[src/rtl/ir_key_event_decoder_if.sv]
// Key event decoder port bundle: frame input, table
// write port, event handshake and status pulses.
interface ir_key_event_decoder_if #(
   parameter int SIGNAL_WIDTH = 32,
   parameter int KEY_WIDTH    = 4
);
   logic [SIGNAL_WIDTH-1:0] i_code;
   logic                    i_code_valid;
   logic                    i_repeat;
   logic                    i_tbl_we;
   logic [KEY_WIDTH-1:0]    i_tbl_addr;
   logic [SIGNAL_WIDTH-1:0] i_tbl_code;
   logic [KEY_WIDTH-1:0]    o_key;
   logic                    o_key_repeat;
   logic                    o_key_valid;
   logic                    i_key_ready;
   logic                    o_held;
   logic                    o_unknown;
   logic                    o_overrun;

   modport slave (
      input  i_code, i_code_valid, i_repeat,
      input  i_tbl_we, i_tbl_addr, i_tbl_code,
      input  i_key_ready,
      output o_key, o_key_repeat, o_key_valid,
      output o_held, o_unknown, o_overrun
   );

   modport master (
      output i_code, i_code_valid, i_repeat,
      output i_tbl_we, i_tbl_addr, i_tbl_code,
      output i_key_ready,
      input  o_key, o_key_repeat, o_key_valid,
      input  o_held, o_unknown, o_overrun
   );
endinterface

[src/rtl/ir_key_event_decoder.sv]
// IR key event decoder: sequential search of a programmable
// code table, press/auto-repeat events and hold tracking.
module ir_key_event_decoder #(
   parameter int SIGNAL_WIDTH   = 32,
   parameter int NUM_KEYS       = 16,
   parameter int KEY_WIDTH      = $clog2(NUM_KEYS),
   parameter int REPEAT_TIMEOUT = 6_000_000
) (
   input logic i_clk,
   input logic i_reset,
   ir_key_event_decoder_if.slave bus
);
   localparam int TW = $clog2(REPEAT_TIMEOUT + 1);
   localparam logic [TW-1:0] T_LOAD = TW'(REPEAT_TIMEOUT);
   localparam logic [KEY_WIDTH-1:0] LAST = KEY_WIDTH'(NUM_KEYS - 1);

   localparam logic [1:0] IDLE   = 2'd0;
   localparam logic [1:0] SEARCH = 2'd1;
   localparam logic [1:0] EMIT   = 2'd2;

   logic [1:0]              state;
   logic [SIGNAL_WIDTH-1:0] code;
   logic [KEY_WIDTH-1:0]    idx;
   logic [KEY_WIDTH-1:0]    key;
   logic                    key_repeat;
   logic                    held;
   logic                    unknown;
   logic                    overrun;
   logic [TW-1:0]           timer;
   logic [SIGNAL_WIDTH-1:0] tbl_code [NUM_KEYS];
   logic [NUM_KEYS-1:0]     tbl_valid;
   logic                    hit;
   logic                    busy;
   logic                    reload;

   function automatic logic [SIGNAL_WIDTH-1:0] default_code(input int i);
      logic [31:0] c;
      case (i)
         0:       c = 32'hA857D02F;
         1:       c = 32'hA857807F;
         2:       c = 32'hA85740BF;
         3:       c = 32'hA857C03F;
         4:       c = 32'hA85720DF;
         5:       c = 32'hA857A05F;
         6:       c = 32'hA857609F;
         7:       c = 32'hA857E01F;
         8:       c = 32'hA85710EF;
         9:       c = 32'hA857906F;
         default: c = 32'h0;
      endcase
      return SIGNAL_WIDTH'(c);
   endfunction

   assign hit  = tbl_valid[idx] && (tbl_code[idx] == code);
   assign busy = (state != IDLE);
   // A repeat arriving alongside a new code in IDLE is dropped outright
   assign reload = held && bus.i_repeat &&
                   !(!busy && bus.i_code_valid);

   always_ff @(posedge i_clk) begin
      if (i_reset) begin
         state      <= IDLE;
         code       <= '0;
         idx        <= '0;
         key        <= '1;
         key_repeat <= 1'b0;
         held       <= 1'b0;
         unknown    <= 1'b0;
         overrun    <= 1'b0;
         timer      <= '0;
         for (int i = 0; i < NUM_KEYS; i++) begin
            tbl_code[i]  <= default_code(i);
            tbl_valid[i] <= (i < 10);
         end
      end else begin
         unknown <= 1'b0;
         overrun <= busy && (bus.i_code_valid || bus.i_repeat);

         if (bus.i_tbl_we) begin
            tbl_code[bus.i_tbl_addr]  <= bus.i_tbl_code;
            tbl_valid[bus.i_tbl_addr] <= 1'b1;
         end

         if (held) begin
            if (reload) begin
               timer <= T_LOAD;
            end else if (timer <= TW'(1)) begin
               timer <= '0;
               held  <= 1'b0;
            end else begin
               timer <= timer - 1'b1;
            end
         end

         unique case (state)
            IDLE: begin
               if (bus.i_code_valid) begin
                  code  <= bus.i_code;
                  idx   <= '0;
                  state <= SEARCH;
               end else if (bus.i_repeat && held) begin
                  key_repeat <= 1'b1;
                  state      <= EMIT;
               end
            end
            SEARCH: begin
               if (hit) begin
                  key        <= idx;
                  key_repeat <= 1'b0;
                  held       <= 1'b1;
                  timer      <= T_LOAD;
                  state      <= EMIT;
               end else if (idx == LAST) begin
                  unknown <= 1'b1;
                  held    <= 1'b0;
                  timer   <= '0;
                  state   <= IDLE;
               end else begin
                  idx <= idx + 1'b1;
               end
            end
            EMIT: begin
               if (bus.i_key_ready) state <= IDLE;
            end
            default: state <= IDLE;
         endcase
      end
   end

   assign bus.o_key        = key;
   assign bus.o_key_repeat = key_repeat;
   assign bus.o_key_valid  = (state == EMIT);
   assign bus.o_held       = held;
   assign bus.o_unknown    = unknown;
   assign bus.o_overrun    = overrun;
endmodule

[src/flat_wrapper.sv]
// flat-port wrapper written by rule: the top's interface ports become plain ports
module ir_key_event_decoder_flat 
#(
   parameter int SIGNAL_WIDTH   = 32,
   parameter int NUM_KEYS       = 16,
   parameter int KEY_WIDTH      = $clog2(NUM_KEYS),
   parameter int REPEAT_TIMEOUT = 6_000_000
)
  (i_clk, i_reset, bus_i_code, bus_i_code_valid, bus_i_repeat, bus_i_tbl_we, bus_i_tbl_addr, bus_i_tbl_code, bus_i_key_ready, bus_o_key, bus_o_key_repeat, bus_o_key_valid, bus_o_held, bus_o_unknown, bus_o_overrun);
  ir_key_event_decoder_if #(.SIGNAL_WIDTH(SIGNAL_WIDTH), .KEY_WIDTH(KEY_WIDTH)) bus_i ();
  input logic i_clk;
  input logic i_reset;
  input wire logic [$bits(bus_i.i_code)-1:0] bus_i_code;
  input wire logic [$bits(bus_i.i_code_valid)-1:0] bus_i_code_valid;
  input wire logic [$bits(bus_i.i_repeat)-1:0] bus_i_repeat;
  input wire logic [$bits(bus_i.i_tbl_we)-1:0] bus_i_tbl_we;
  input wire logic [$bits(bus_i.i_tbl_addr)-1:0] bus_i_tbl_addr;
  input wire logic [$bits(bus_i.i_tbl_code)-1:0] bus_i_tbl_code;
  input wire logic [$bits(bus_i.i_key_ready)-1:0] bus_i_key_ready;
  output wire logic [$bits(bus_i.o_key)-1:0] bus_o_key;
  output wire logic [$bits(bus_i.o_key_repeat)-1:0] bus_o_key_repeat;
  output wire logic [$bits(bus_i.o_key_valid)-1:0] bus_o_key_valid;
  output wire logic [$bits(bus_i.o_held)-1:0] bus_o_held;
  output wire logic [$bits(bus_i.o_unknown)-1:0] bus_o_unknown;
  output wire logic [$bits(bus_i.o_overrun)-1:0] bus_o_overrun;
  assign bus_i.i_code = bus_i_code;
  assign bus_i.i_code_valid = bus_i_code_valid;
  assign bus_i.i_repeat = bus_i_repeat;
  assign bus_i.i_tbl_we = bus_i_tbl_we;
  assign bus_i.i_tbl_addr = bus_i_tbl_addr;
  assign bus_i.i_tbl_code = bus_i_tbl_code;
  assign bus_i.i_key_ready = bus_i_key_ready;
  assign bus_o_key = bus_i.o_key;
  assign bus_o_key_repeat = bus_i.o_key_repeat;
  assign bus_o_key_valid = bus_i.o_key_valid;
  assign bus_o_held = bus_i.o_held;
  assign bus_o_unknown = bus_i.o_unknown;
  assign bus_o_overrun = bus_i.o_overrun;
  ir_key_event_decoder #(.SIGNAL_WIDTH(SIGNAL_WIDTH), .NUM_KEYS(NUM_KEYS), .KEY_WIDTH(KEY_WIDTH), .REPEAT_TIMEOUT(REPEAT_TIMEOUT)) u_core (.i_clk(i_clk), .i_reset(i_reset), .bus(bus_i));
endmodule
[config.mk]
export PLATFORM = sky130hd
export DESIGN_NAME = ir_key_event_decoder_flat
export DESIGN_NICKNAME = d
export VERILOG_FILES = /design/src/rtl/ir_key_event_decoder_if.sv /design/src/rtl/ir_key_event_decoder.sv /design/src/flat_wrapper.sv
export SDC_FILE = /design/constraint.sdc
export NUM_CORES = 1
export LEC_CHECK = 0
export ABC_CLOCK_PERIOD_IN_PS = 4200
export BUFFER_PORTS_ARGS = -buffer_cell sky130_fd_sc_hd__buf_2
export CORE_MARGIN = 2
export CORE_UTILIZATION = 30
export DETAILED_ROUTE_END_ITERATION = 6
export PLACE_DENSITY = 0.57
export SETUP_SLACK_MARGIN = 0.05
export SLEW_MARGIN = 20
export SYNTH_ARGS = -nofsm -noshare
export SYNTH_HDL_FRONTEND = slang
export SYNTH_SLANG_ARGS = --single-unit
[constraint.sdc]
create_clock -name i_clk -period 4.2 [get_ports i_clk]
set_clock_uncertainty 0.2 [all_clocks]
set_input_delay 0.63 -clock i_clk [delete_from_list [all_inputs] [get_ports i_clk]]
set_output_delay 0.63 -clock i_clk [all_outputs]
set_load 0.01 [all_outputs]
==> results of run 1 <==
final cells by class:
class / count / area (sq um) / share of cell area
Timing Repair Buffer: 211 / 1680 / 0.0511
Clock buffer: 89 / 1850 / 0.0562
Multi-Input combinational cell: 1340 / 10300 / 0.313
Clock inverter: 29 / 302 / 0.00914
Tap cell: 1254 / 1570 / 0.0476
Inverter: 16 / 60.1 / 0.00182
Sequential cell: 601 / 17200 / 0.521
Antenna cell: 2 / 5.00 / 0.000152
cell usage in the layout (no fill, tap or decap), drive strengths merged, types with 14 or more instances in the layout:
cell type / instances
edfxtp: 512
dfxtp: 89
o21ai: 48
a22oi: 37
nor2b: 17
nor2: 71
mux2i: 91
nor4: 14
buf: 211
nand2b: 73
clkbuf: 89
inv: 18
clkinv: 19
nor3: 39
or3: 109
xor2: 16
and2: 359
mux4: 101
a21oi: 72
nand3: 17
nand2: 110
stage by stage:
step	util	instances	area, sq um	TNS (ns)
5_1_grt	0.355	3541	33000	-0.178
3_5_place_dp	0.331	3420	30800	-1.51
4_1_cts	0.355	3540	32900	-0.0797
2_1_floorplan	-	2131	28000	-15.65
3_3_place_gp	0.330	3418	30700	-1.17
6_report	0.355	3542	33000	0
registers in the layout, summed over array words and instances (netlist names), named ones only:
register and flops:
u_core.timer 23, u_core.idx 4, u_core.tbl_code 512, u_core.bus.o_key_repeat 1, u_core.bus.o_key 4, u_core.bus.o_held 1, u_core.tbl_valid 16, u_core.state 2
u_core.bus.o_overrun 1, u_core.code 32, u_core.bus.o_unknown 1
critical path: stages, from the launching register on:
cell and delay (ns):
dfxtp_4 0.40, mux4_2 0.52, mux4_2 0.51, xor2_1 0.17, or4_4 0.52, or3b_4 0.41
or4_1 0.48, or4_4 0.54, o211ai_4 0.21, o41ai_2 0.10
synthesized netlist by cell type, types with 8 or more instances:
cell      count  share of area
dfxtp_1      89          0.064
nor3_1       38         0.0068
mux4_2       98          0.079
nor4_1       14         0.0031
or3_1       109          0.024
a31oi_1      10         0.0022
mux2i_1      91          0.033
and2_1      359          0.080
buf_1        11         0.0015
clkbuf_1    137          0.018
inv_1        15         0.0020
a21oi_1      72          0.013
a21boi_0      8         0.0021
o21ai_0      47         0.0084
nand3_1      17         0.0030
edfxtp_1    512           0.55
nand2b_1     73          0.016
or2_2        12         0.0027
nand4_1      10         0.0022
a21o_1       12         0.0032
xnor2_1       8         0.0025
nor2b_1      17         0.0038
a22o_1        9         0.0028
a22oi_1      37         0.0099
nand2_1     110          0.015
nor2_1       71         0.0095
xor2_1       16         0.0050
buf_2        25         0.0045
cell families (layout without fill, tap and decap cells):
kind of cell / count (synthesis) / after routing / share of synthesized area
buf+inv: 190 / 345 / 0.0268
flops: 601 / 601 / 0.613
other cells: 0 / 2 / 0
compound gates: 257 / 257 / 0.0602
xor+xnor: 24 / 24 / 0.00751
simple gates: 857 / 857 / 0.175
fa+ha+maj: 3 / 3 / 0.00134
mux: 199 / 199 / 0.117
repair_timing:
item	CTS	global route
setup endpoints to repair	30	36
buffers inserted	2	0
pin swaps	6	3
hold endpoints to repair	0	0
resized for setup	9	6
power by group through the flow:
stage                     logic, mW  registers [mW]  clock network, mW
after detailed placement       1.13            7.02                  0
after global placement         1.12            7.00                  0
final                          1.15            6.90               5.85
after floorplan               0.605            6.97                  0
after global routing           1.21            6.92               6.16
after CTS                      1.14            6.90               5.93
worst min-delay path by stage:
stage / end / slack, ns / cells past startpoint
CTS: u_core.code[28] / 0.04 / 3
detailed placement: u_core.tbl_valid[3] / 0.23 / 1
finish: u_core.code[28] / 0.06 / 3
global placement: u_core.tbl_valid[1] / 0.22 / 1
global route: u_core.code[9] / 0.06 / 3
floorplan: u_core.tbl_valid[1] / 0.21 / 1
per-layer routing:
metal / global-route usage / part of all wire
met5: 0 / 0.00078
met4: 0.0537 / 0.022
met3: 0.0353 / 0.077
met2: 0.307 / 0.47
met1: 0.263 / 0.43
==> metrics.log, run 1 <==
INFO  metric worst_r2r_path_depth = 9
INFO  metric ys_ff_latch = 601
INFO  metric y_dimension_of_the_die = 310 microns
INFO  metric io-pin-count = 83
INFO  metric syn_area = 0.0280 sq mm
INFO  metric layout_setup_ws = 0.00738 ns
INFO  metric synth_sequential_area_ratio = 0.613
INFO  metric regToRegSetupSlack = 0.007 ns
INFO  metric post_drt_wl_per_cell = 25.9 microns
INFO  metric switching_power = 3.27 mW
INFO  metric worst_setup_path_end_kind = flop
INFO  metric largest_net_degree_at_the_start_of_global_routing = 72
INFO  metric post-dp-hpwl = 58.7 mm
INFO  metric internal_power = 10.6 mW
INFO  metric dieWidth = 310 microns
INFO  metric switching_share = 0.235
INFO  metric fp-row-count = 112
INFO  metric worstPathMaxFanout = 6
INFO  metric cts.reportedPaths.clkPinSlew = 0.06 ns
INFO  metric clock_tree.buffer_depth = 3
INFO  metric critical_path_arrival = 4.45 ns
INFO  metric fin_crit_sh = 0.998
INFO  metric powerDensity = 421 mW/mm^2
INFO  metric mappedNetlistNets = 2,208
INFO  metric netlist_instances = 2,131
INFO  metric gr-total-overflow = 0
INFO  metric timing_max_transition_violations_final = 0
INFO  metric synth-edff-count = 512
INFO  metric p_leak = 11.1 nW
INFO  metric synth.distinct_cells = 69
INFO  metric detailroute.via_count = 18,736
INFO  metric fin_crit = 4.19 ns
INFO  metric slew-limit-headroom = 0.276
INFO  metric grt_util_overall = 0.191
INFO  metric core-area = 0.0929 sq mm
INFO  metric initial_antenna_violation_count = 15
INFO  metric place_congestion = 0.892
INFO  metric area_growth = 17.7%
INFO  metric totalPowerFinal = 13.9 mW
INFO  metric holdCritStartpoint = bus_i_code[28]
INFO  metric setup_repair_after_global_routing_missed_its_margin = true
INFO  metric clk-insertion-delay-late = 0.61 ns
INFO  metric final_layout_size_suffix_gt1_frac = 0.203
INFO  metric cts_made_buffers = 69
INFO  metric cts.root.buffer_cell = clkbuf_16
INFO  metric place.port_buffers = 82
INFO  metric critPathKind = reg -> reg
INFO  metric timing.critical_path.from_type = flop
INFO  metric pre_cts_ws = -0.200 ns
INFO  metric grt_pass1_wl = 132 mm
INFO  metric antenna_left = 0
INFO  metric first_drt_pass_iteration_count = 6
INFO  metric worst_pin_slew = 1.08 ns
INFO  metric clkSinkCount = 601
INFO  metric finalWirelength = 91.8 mm
INFO  metric synth_flop_cell = edfxtp_1
INFO  metric layout.nets = 2,316
INFO  metric drt_first_iter_violations = 2,296
INFO  metric drc_errors = 0
INFO  metric number_of_h_tree_levels = 3
INFO  metric comb_power_share = 0.083
INFO  metric status = finished clean
INFO  metric synthArstFlopShare = 0
INFO  metric start_util = 0.301
INFO  metric ys_warn_count = 0
INFO  metric worst_ir_drop_vdd = 263 uV
INFO  metric cts.hold.buffers_added = 0
INFO  metric crit_required = 4.46 ns
INFO  metric whs = 0.0636 ns
INFO  metric num-fill-cells = 8,865
INFO  metric mean_cell_area_of_the_mapped_netlist = 13.1 sq um
INFO  metric hp-class = in -> reg
INFO  metric setup_viol = 0
INFO  metric grt_pass1_vias = 18,525
INFO  metric hold_viol = 0
INFO  metric timing_limited_maximum_frequency = 239 MHz
INFO  metric cts_tree = done
INFO  metric fp.dieArea = 0.0958 sq mm
INFO  metric via_per_inst = 5.29
INFO  metric power_frac_clock = 0.421
INFO  metric maximum_capacitance_violations = 0
INFO  metric power_frac_seq = 0.496
Note: power is estimated with default switching activity, not from simulation.
==> run 2, diff against run 1 <==
--- a/config.mk
+++ b/config.mk
@@ -7,10 +7,12 @@
 export LEC_CHECK = 0
 export ABC_CLOCK_PERIOD_IN_PS = 4200
 export BUFFER_PORTS_ARGS = -buffer_cell sky130_fd_sc_hd__buf_2
+export CELL_PAD_IN_SITES_DETAIL_PLACEMENT = 0
+export CELL_PAD_IN_SITES_GLOBAL_PLACEMENT = 1
 export CORE_MARGIN = 2
 export CORE_UTILIZATION = 30
 export DETAILED_ROUTE_END_ITERATION = 6
-export PLACE_DENSITY = 0.57
+export PLACE_DENSITY = 0.64
 export SETUP_SLACK_MARGIN = 0.05
 export SLEW_MARGIN = 20
 export SYNTH_ARGS = -nofsm -noshare
==> run 2 against run 1 <==
Sequential share of layout area grew 0.40 points. Cell count is 0.14% lower. Largest cell class unchanged. Sequential power about the same. Core utilization fell by 0.27 points.
==> metrics.log, run 2 (same netlist as run 1, synthesis figures left out) <==
INFO  metric place_congestion = 0.891 (was 0.892)
INFO  metric hp-class = in -> reg (unchanged)
INFO  metric first_drt_pass_iteration_count = 7 (was 6)
INFO  metric final_layout_size_suffix_gt1_frac = 0.202 (was 0.203)
INFO  metric detailroute.via_count = 18,540 (was 18,736)
INFO  metric cp-endpoint = u_core.idx[3]
INFO  metric layout.core_utilization = 0.352 (was 0.355)
INFO  metric p_leak = 11.0 nW (was 11.1 nW)
INFO  metric timing_limited_maximum_frequency = 245 MHz (was 239 MHz)
INFO  metric r2r-end = u_core.idx[3]
INFO  metric largest_net_degree_at_the_start_of_global_routing = 72 (unchanged)
INFO  metric clkSinkCount = 601 (unchanged)
INFO  metric timing_max_transition_violations_final = 0 (unchanged)
INFO  metric clock_tree.buffer_depth = 3 (unchanged)
INFO  metric worst_ir_drop_vdd = 286 uV (was 263 uV)
INFO  metric finalWirelength = 93.6 mm (was 91.8 mm)
INFO  metric io-pin-count = 83 (unchanged)
INFO  metric largest-register = u_core.tbl_code (unchanged)
INFO  metric initial_antenna_violation_count = 19 (was 15)
INFO  metric setup_repair_after_global_routing_missed_its_margin = true (unchanged)
INFO  metric crit_required = 4.45 ns (was 4.46 ns)
INFO  metric gr-total-overflow = 0 (unchanged)
INFO  metric critical_path_arrival = 4.34 ns (was 4.45 ns)
INFO  metric regToRegSetupSlack = 0.11 ns (was 0.007 ns)
INFO  metric grt_util_overall = 0.196 (was 0.191)
INFO  metric critPathKind = reg -> reg (unchanged)
INFO  metric fin_crit_sh = 0.974 (was 0.998)
INFO  metric drt_first_iter_violations = 2,032 (was 2,296)
INFO  metric antenna_left = 0 (unchanged)
INFO  metric powerDensity = 416 mW/mm^2 (was 421 mW/mm^2)
INFO  metric worst_setup_path_end_kind = flop (unchanged)
INFO  metric layout_setup_ws = 0.111 ns (was 0.00738 ns)
INFO  metric worst_pin_slew = 0.913 ns (was 1.08 ns)
INFO  metric slowest_delay = 0.57 ns (was 0.54 ns)
INFO  metric kind_of_cell_with_the_highest_combined_delay_on_the_critical_path = simple AND/OR/NAND/NOR gates (unchanged)
INFO  metric setup_viol = 0 (unchanged)
INFO  metric via_per_inst = 5.24 (was 5.29)
INFO  metric dieWidth = 310 microns (unchanged)
INFO  metric cts.hold.buffers_added = 0 (unchanged)
INFO  metric post_drt_wl_per_cell = 26.5 microns (was 25.9 microns)
INFO  metric grt_pass1_wl = 135 mm (was 132 mm)
INFO  metric status = finished clean (unchanged)
INFO  metric fin_crit = 4.09 ns (was 4.19 ns)
INFO  metric registers_with_the_most_flip_flops = u_core.tbl_code: 512 flops, u_core.code: 32 flops, u_core.timer: 23 flops (unchanged)
INFO  metric largest_reg_flops = 512 (unchanged)
INFO  metric post-dp-hpwl = 58.8 mm (was 58.7 mm)
INFO  metric critical_path.cell_chain = mux4_2 -> mux4_2 -> xor2_1 -> or4_1 -> or3b_1 -> or4_4 -> or4_4 -> o21ai_2 -> a31oi_1 (was mux4_2 -> mux4_2 -> xor2_1 -> or4_4 -> or3b_4 -> or4_1 -> or4_4 -> o211ai_4 -> o41ai_2)
INFO  metric layout.cells.most_common_list = 512 x edfxtp_1, 359 x and2_1, 108 x nand2_1, 108 x or3_1, 100 x mux4_2 (was 512 x edfxtp_1, 359 x and2_1, 108 x nand2_1, 108 x or3_1, 104 x buf_4)
INFO  metric cts.root.buffer_cell = clkbuf_16 (unchanged)
INFO  metric slew-limit-headroom = 0.387 (was 0.276)
INFO  metric layout.nets = 2,305 (was 2,316)
INFO  metric worst_r2r_path_depth = 9 (unchanged)
INFO  metric cpMaxStageDelayCell = or4_4 (unchanged)
INFO  metric timing.critical_path.from_type = flop (unchanged)
INFO  metric start_util = 0.301 (unchanged)
INFO  metric fp-row-count = 112 (unchanged)
INFO  metric cts_tree = done (unchanged)
INFO  metric y_dimension_of_the_die = 310 microns (unchanged)
INFO  metric clk-insertion-delay-late = 0.62 ns (was 0.61 ns)
INFO  metric setup_tns = 0 ns (unchanged)
INFO  metric grt_pass1_vias = 18,672 (was 18,525)
INFO  metric pre_cts_ws = -0.0768 ns (was -0.200 ns)
INFO  metric drc_errors = 0 (unchanged)
INFO  metric hold_viol = 0 (unchanged)
INFO  metric critPathBufInv = 0 (unchanged)
INFO  metric place.port_buffers = 82 (unchanged)
INFO  metric maximum_capacitance_violations = 0 (unchanged)
INFO  metric layout.cells.non_filler = 3,537 (was 3,542)
INFO  metric core-area = 0.0929 sq mm (unchanged)
INFO  metric worst-path-stages = 9 (unchanged)
INFO  metric mostFrequentLayoutCell = edfxtp_1 (unchanged)
INFO  metric area_growth = 16.8% (was 17.7%)
INFO  metric fp.dieArea = 0.0958 sq mm (unchanged)
INFO  metric dpl.cell_count = 3,412 (was 3,420)
INFO  metric cts_made_buffers = 68 (was 69)
INFO  metric cts.reportedPaths.clkPinSlew = 0.06 ns (about the same)
INFO  metric worstPathMaxFanout = 7 (was 6)
INFO  metric number_of_h_tree_levels = 3 (unchanged)
## run 2: cell types whose count changed in the layout (fill, tap and decap cells not counted), moves of 3 or more
cell / previous run / this run
clkinv_2: 6 / 12
buf_4: 104 / 99
bufinv_16: 5 / 1
buf_12: 20 / 17
clkbuf_4: 0 / 3
## run 2: through the flow
| stage | total power, mW | instance area, sq um | hold WS (ns) |
|---|---|---|---|
| 5_1_grt | 14.0 | 32700 | 0.0548 |
| 4_1_cts | 13.7 | 32700 | 0.0239 |
| 6_report | 13.6 | 32700 | 0.0507 |
| 3_5_place_dp | 8.14 | 30600 | 0.230 |
| 3_3_place_gp | 8.11 | 30600 | 0.225 |
| 2_1_floorplan | 7.58 | 28000 | 0.210 |
## run 2: report_power, final
| part | internal, mW | leakage [nW] | switching (mW) |
|---|---|---|---|
| combinational | 0.403 | 4.26 | 0.729 |
| sequential | 6.78 | 5.69 | 0.118 |
| clock | 3.16 | 1.01 | 2.43 |
| total | 10.3 | 11.0 | 3.28 |
## run 2: area by class of cell
class	instances	area [sq um]
inverter	16	60.1
multi-input combinational	1340	10300
clock inverter	30	203
fill	8975	60200
clock buffer	93	1850
tap	1254	1570
sequential	601	17200
timing repair buffer	201	1530
antenna	2	5.00
## run 2: what timing repair did
action                                  4_1_cts  5_1_grt
resized for setup                             7       12
pin swaps                                     4        1
endpoints found under the setup margin       37       40
setup buffers                                 0        0
## run 2: how the worst min path moves through the flow
stage / start / to / slack (ns) / depth (start not counted)
floorplan: u_core.tbl_valid[1] / u_core.tbl_valid[1] / 0.21 / 1
global placement: u_core.tbl_valid[7] / u_core.tbl_valid[7] / 0.22 / 1
detailed placement: u_core.tbl_valid[7] / u_core.tbl_valid[7] / 0.23 / 1
CTS: bus_i_code[28] / u_core.code[28] / 0.02 / 3
global route: bus_i_code[10] / u_core.code[10] / 0.05 / 3
finish: bus_i_code[28] / u_core.code[28] / 0.05 / 3
## run 2: tightest hold or removal path: cells and delay by family
kind | cells | cell delay [ns]
AO/OA/AOI/OAI | 1 | 0.05
buffers and inverters | 1 | 0.09
AND/OR/NAND/NOR | 1 | 0.04
## run 2: per-layer routing
layer,part of all wire,up-vias,routed length (microns),GRT usage
met5,0.0012,-,115,0
met4,0.029,18,2720,0.0673
met3,0.075,155,6990,0.0379
met2,0.47,770,43900,0.319
met1,0.43,9491,39900,0.263
li1,-,8106,-,-
==> run 3, diff against run 2 <==
--- a/config.mk
+++ b/config.mk
@@ -5,14 +5,14 @@
 export SDC_FILE = /design/constraint.sdc
 export NUM_CORES = 1
 export LEC_CHECK = 0
-export ABC_CLOCK_PERIOD_IN_PS = 4200
+export ABC_CLOCK_PERIOD_IN_PS = 5000
 export BUFFER_PORTS_ARGS = -buffer_cell sky130_fd_sc_hd__buf_2
 export CELL_PAD_IN_SITES_DETAIL_PLACEMENT = 0
 export CELL_PAD_IN_SITES_GLOBAL_PLACEMENT = 1
 export CORE_MARGIN = 2
 export CORE_UTILIZATION = 30
 export DETAILED_ROUTE_END_ITERATION = 6
-export PLACE_DENSITY = 0.64
+export PLACE_DENSITY = 0.62
 export SETUP_SLACK_MARGIN = 0.05
 export SLEW_MARGIN = 20
 export SYNTH_ARGS = -nofsm -noshare
==> constraint.sdc (replaced) <==
create_clock -name i_clk -period 5 [get_ports i_clk]
set_clock_uncertainty 0.2 [all_clocks]
set_input_delay 0.75 -clock i_clk [delete_from_list [all_inputs] [get_ports i_clk]]
set_output_delay 0.75 -clock i_clk [all_outputs]
set_load 0.01 [all_outputs]
==> run 3 against run 2 <==
Count of clock-buffer cells in the layout shrank 3. Flip-flop and latch count is the same. Setup slack gained 0.24 ns. Largest power group unchanged.
==> metrics.log, run 3 (same netlist as run 1, synthesis figures left out) <==
INFO  metric clk-insertion-delay-late = 0.63 ns (was 0.62 ns)
INFO  metric regToRegSetupSlack = 0.35 ns (was 0.11 ns)
INFO  metric area_growth = 15.6% (was 16.8%)
INFO  metric maximum_capacitance_violations = 0 (unchanged)
INFO  metric p_leak = 10.8 nW (was 11.0 nW)
INFO  metric final_layout_size_suffix_gt1_frac = 0.182 (was 0.202)
INFO  metric y_dimension_of_the_die = 310 microns (unchanged)
INFO  metric place_area = 0.0302 sq mm (was 0.0306 sq mm)
INFO  metric slew-limit-headroom = 0.270 (was 0.387)
INFO  metric largest-register = u_core.tbl_code (unchanged)
INFO  metric drc_errors = 0 (unchanged)
INFO  metric cts_made_buffers = 69 (was 68)
INFO  metric gr-total-overflow = 0 (unchanged)
INFO  metric io-pin-count = 83 (unchanged)
INFO  metric grt_util_overall = 0.197 (was 0.196)
INFO  metric timing.critical_path.from_type = flop (unchanged)
INFO  metric place.port_buffers = 82 (unchanged)
INFO  metric number_of_h_tree_levels = 3 (unchanged)
INFO  metric finalWirelength = 94.1 mm (was 93.6 mm)
INFO  metric detailroute.via_count = 18,349 (was 18,540)
INFO  metric registers_with_the_most_flip_flops = u_core.tbl_code: 512 flops, u_core.code: 32 flops, u_core.timer: 23 flops (unchanged)
INFO  metric grt_pass1_vias = 18,540 (was 18,672)
INFO  metric place_congestion = 0.926 (was 0.891)
INFO  metric fin_crit_sh = 0.930 (was 0.974)
INFO  metric drt_first_iter_violations = 2,068 (was 2,032)
INFO  metric holdCritStartpoint = bus_i_code[30] (was bus_i_code[28])
INFO  metric worst_r2r_path_depth = 9 (unchanged)
INFO  metric antenna_left = 0 (unchanged)
INFO  metric post_drt_wl_per_cell = 26.9 microns (was 26.5 microns)
INFO  metric clkSinkCount = 601 (unchanged)
INFO  metric cts.root.buffer_cell = clkbuf_16 (unchanged)
INFO  metric post-dp-hpwl = 58.4 mm (was 58.8 mm)
INFO  metric setup_tns = 0 ns (unchanged)
INFO  metric layout.cells.most_common_list = 512 x edfxtp_1, 359 x and2_1, 109 x nand2_1, 108 x or3_1, 98 x mux4_2 (was 512 x edfxtp_1, 359 x and2_1, 108 x nand2_1, 108 x or3_1, 100 x mux4_2)
INFO  metric setup_repair_after_global_routing_missed_its_margin = false (was true)
INFO  metric powerDensity = 359 mW/mm^2 (was 416 mW/mm^2)
INFO  metric largest_net_degree_at_the_start_of_global_routing = 72 (unchanged)
INFO  metric critical_path_arrival = 4.98 ns (was 4.34 ns)
INFO  metric stdcell_area = 0.0324 sq mm (was 0.0327 sq mm)
INFO  metric crit_required = 5.33 ns (was 4.45 ns)
INFO  metric fp-row-count = 112 (unchanged)
INFO  metric hold_viol = 0 (unchanged)
INFO  metric largest_reg_flops = 512 (unchanged)
INFO  metric via_per_inst = 5.25 (was 5.24)
INFO  metric fp.dieArea = 0.0958 sq mm (unchanged)
INFO  metric cts.hold.buffers_added = 0 (unchanged)
INFO  metric worst_pin_slew = 1.10 ns (was 0.913 ns)
INFO  metric timing_limited_maximum_frequency = 215 MHz (was 245 MHz)
INFO  metric hp-class = in -> reg (unchanged)
INFO  metric cts_tree = done (unchanged)
INFO  metric core-area = 0.0929 sq mm (unchanged)
INFO  metric timing_max_transition_violations_final = 0 (unchanged)
INFO  metric worstHoldPathCells = 3 (unchanged)
INFO  metric setup_viol = 0 (unchanged)
INFO  metric status = finished clean (unchanged)
INFO  metric dieWidth = 310 microns (unchanged)
INFO  metric initial_antenna_violation_count = 15 (was 19)
INFO  metric critPathKind = reg -> reg (unchanged)
INFO  metric whs = 0.169 ns (was 0.0507 ns)
INFO  metric clock_tree.buffer_depth = 3 (unchanged)
INFO  metric cts.reportedPaths.clkPinSlew = 0.06 ns (about the same)
INFO  metric fin_crit = 4.65 ns (was 4.09 ns)
INFO  metric mostFrequentLayoutCell = edfxtp_1 (unchanged)
INFO  metric worst_setup_path_end_kind = flop (unchanged)
INFO  metric worst_hold_path.endpoint = u_core.code[30] (was u_core.code[28])
INFO  metric layout.nets = 2,262 (was 2,305)
INFO  metric worst_ir_drop_vdd = 219 uV (was 286 uV)
INFO  metric start_util = 0.301 (unchanged)
INFO  metric worstPathMaxFanout = 15 (was 7)
INFO  metric first_drt_pass_iteration_count = 5 (was 7)
INFO  metric r2r-end = u_core.bus.o_key[3] (was u_core.idx[3])
INFO  metric grt_pass1_wl = 135 mm (about the same)
-- run 3: through the flow --
step / setup slack (ns) / utilization / instances / power [mW]
4_1_cts: 0.365 / 0.348 / 3487 / 11.7
3_3_place_gp: 0.230 / 0.325 / 3365 / 6.79
3_5_place_dp: 0.381 / 0.325 / 3365 / 6.81
5_1_grt: 0.145 / 0.348 / 3493 / 12.0
2_1_floorplan: 0.388 / - / 2131 / 6.37
6_report: 0.349 / 0.348 / 3494 / 11.6
-- run 3: metal layers --
| metal | share of wire | vias up | track usage |
|---|---|---|---|
| li1 | - | 8037 | - |
| met1 | 0.43 | 9426 | 0.269 |
| met2 | 0.48 | 729 | 0.326 |
| met3 | 0.071 | 149 | 0.0323 |
| met4 | 0.022 | 8 | 0.0508 |
| met5 | 0.00068 | - | 0 |
-- run 3: report_power, final --
| group | internal (mW) | switching, mW |
|---|---|---|
| sequential | 5.69 | 0.108 |
| combinational | 0.310 | 0.594 |
| clock | 2.79 | 2.13 |
-- run 3: critical path: stages (launching register included) --
cell and delay [ns]:
dfxtp_4 0.55, mux4_1 0.60, mux4_2 0.47, xor2_1 0.18, or4_1 0.52, or3b_1 0.43
nor4_1 0.45, and4_1 0.44, nand2_1 0.40, o211ai_1 0.30
-- run 3: how the worst max path moves through the flow --
stage,from,end,slack [ns],depth (start not counted)
6_report,flop,u_core.bus.o_key[3],0.35,9
5_1_grt,flop,u_core.bus.o_key[3],0.14,10
4_1_cts,flop,u_core.timer[12],0.36,10
3_5_place_dp,flop,u_core.timer[12],0.38,10
3_3_place_gp,flop,u_core.timer[4],0.23,11
2_1_floorplan,i_reset,u_core.tbl_code[12][0],0.39,6
-- run 3: area by class of cell --
class | count | area (sq um)
diodes | 4 | 10.0
clock buffers | 90 | 1840
clock inverters | 32 | 299
fillers | 8977 | 60500
inverters | 16 | 60.1
multi-input cells | 1340 | 10300
flip-flops and latches | 601 | 17200
well taps | 1254 | 1570
repair buffers | 157 | 1110
-- run 3: repair_timing --
action                                  in CTS  in global routing
endpoints found under the setup margin       0                  3
setup buffers                                0                  3
gates resized for setup                      0                  1
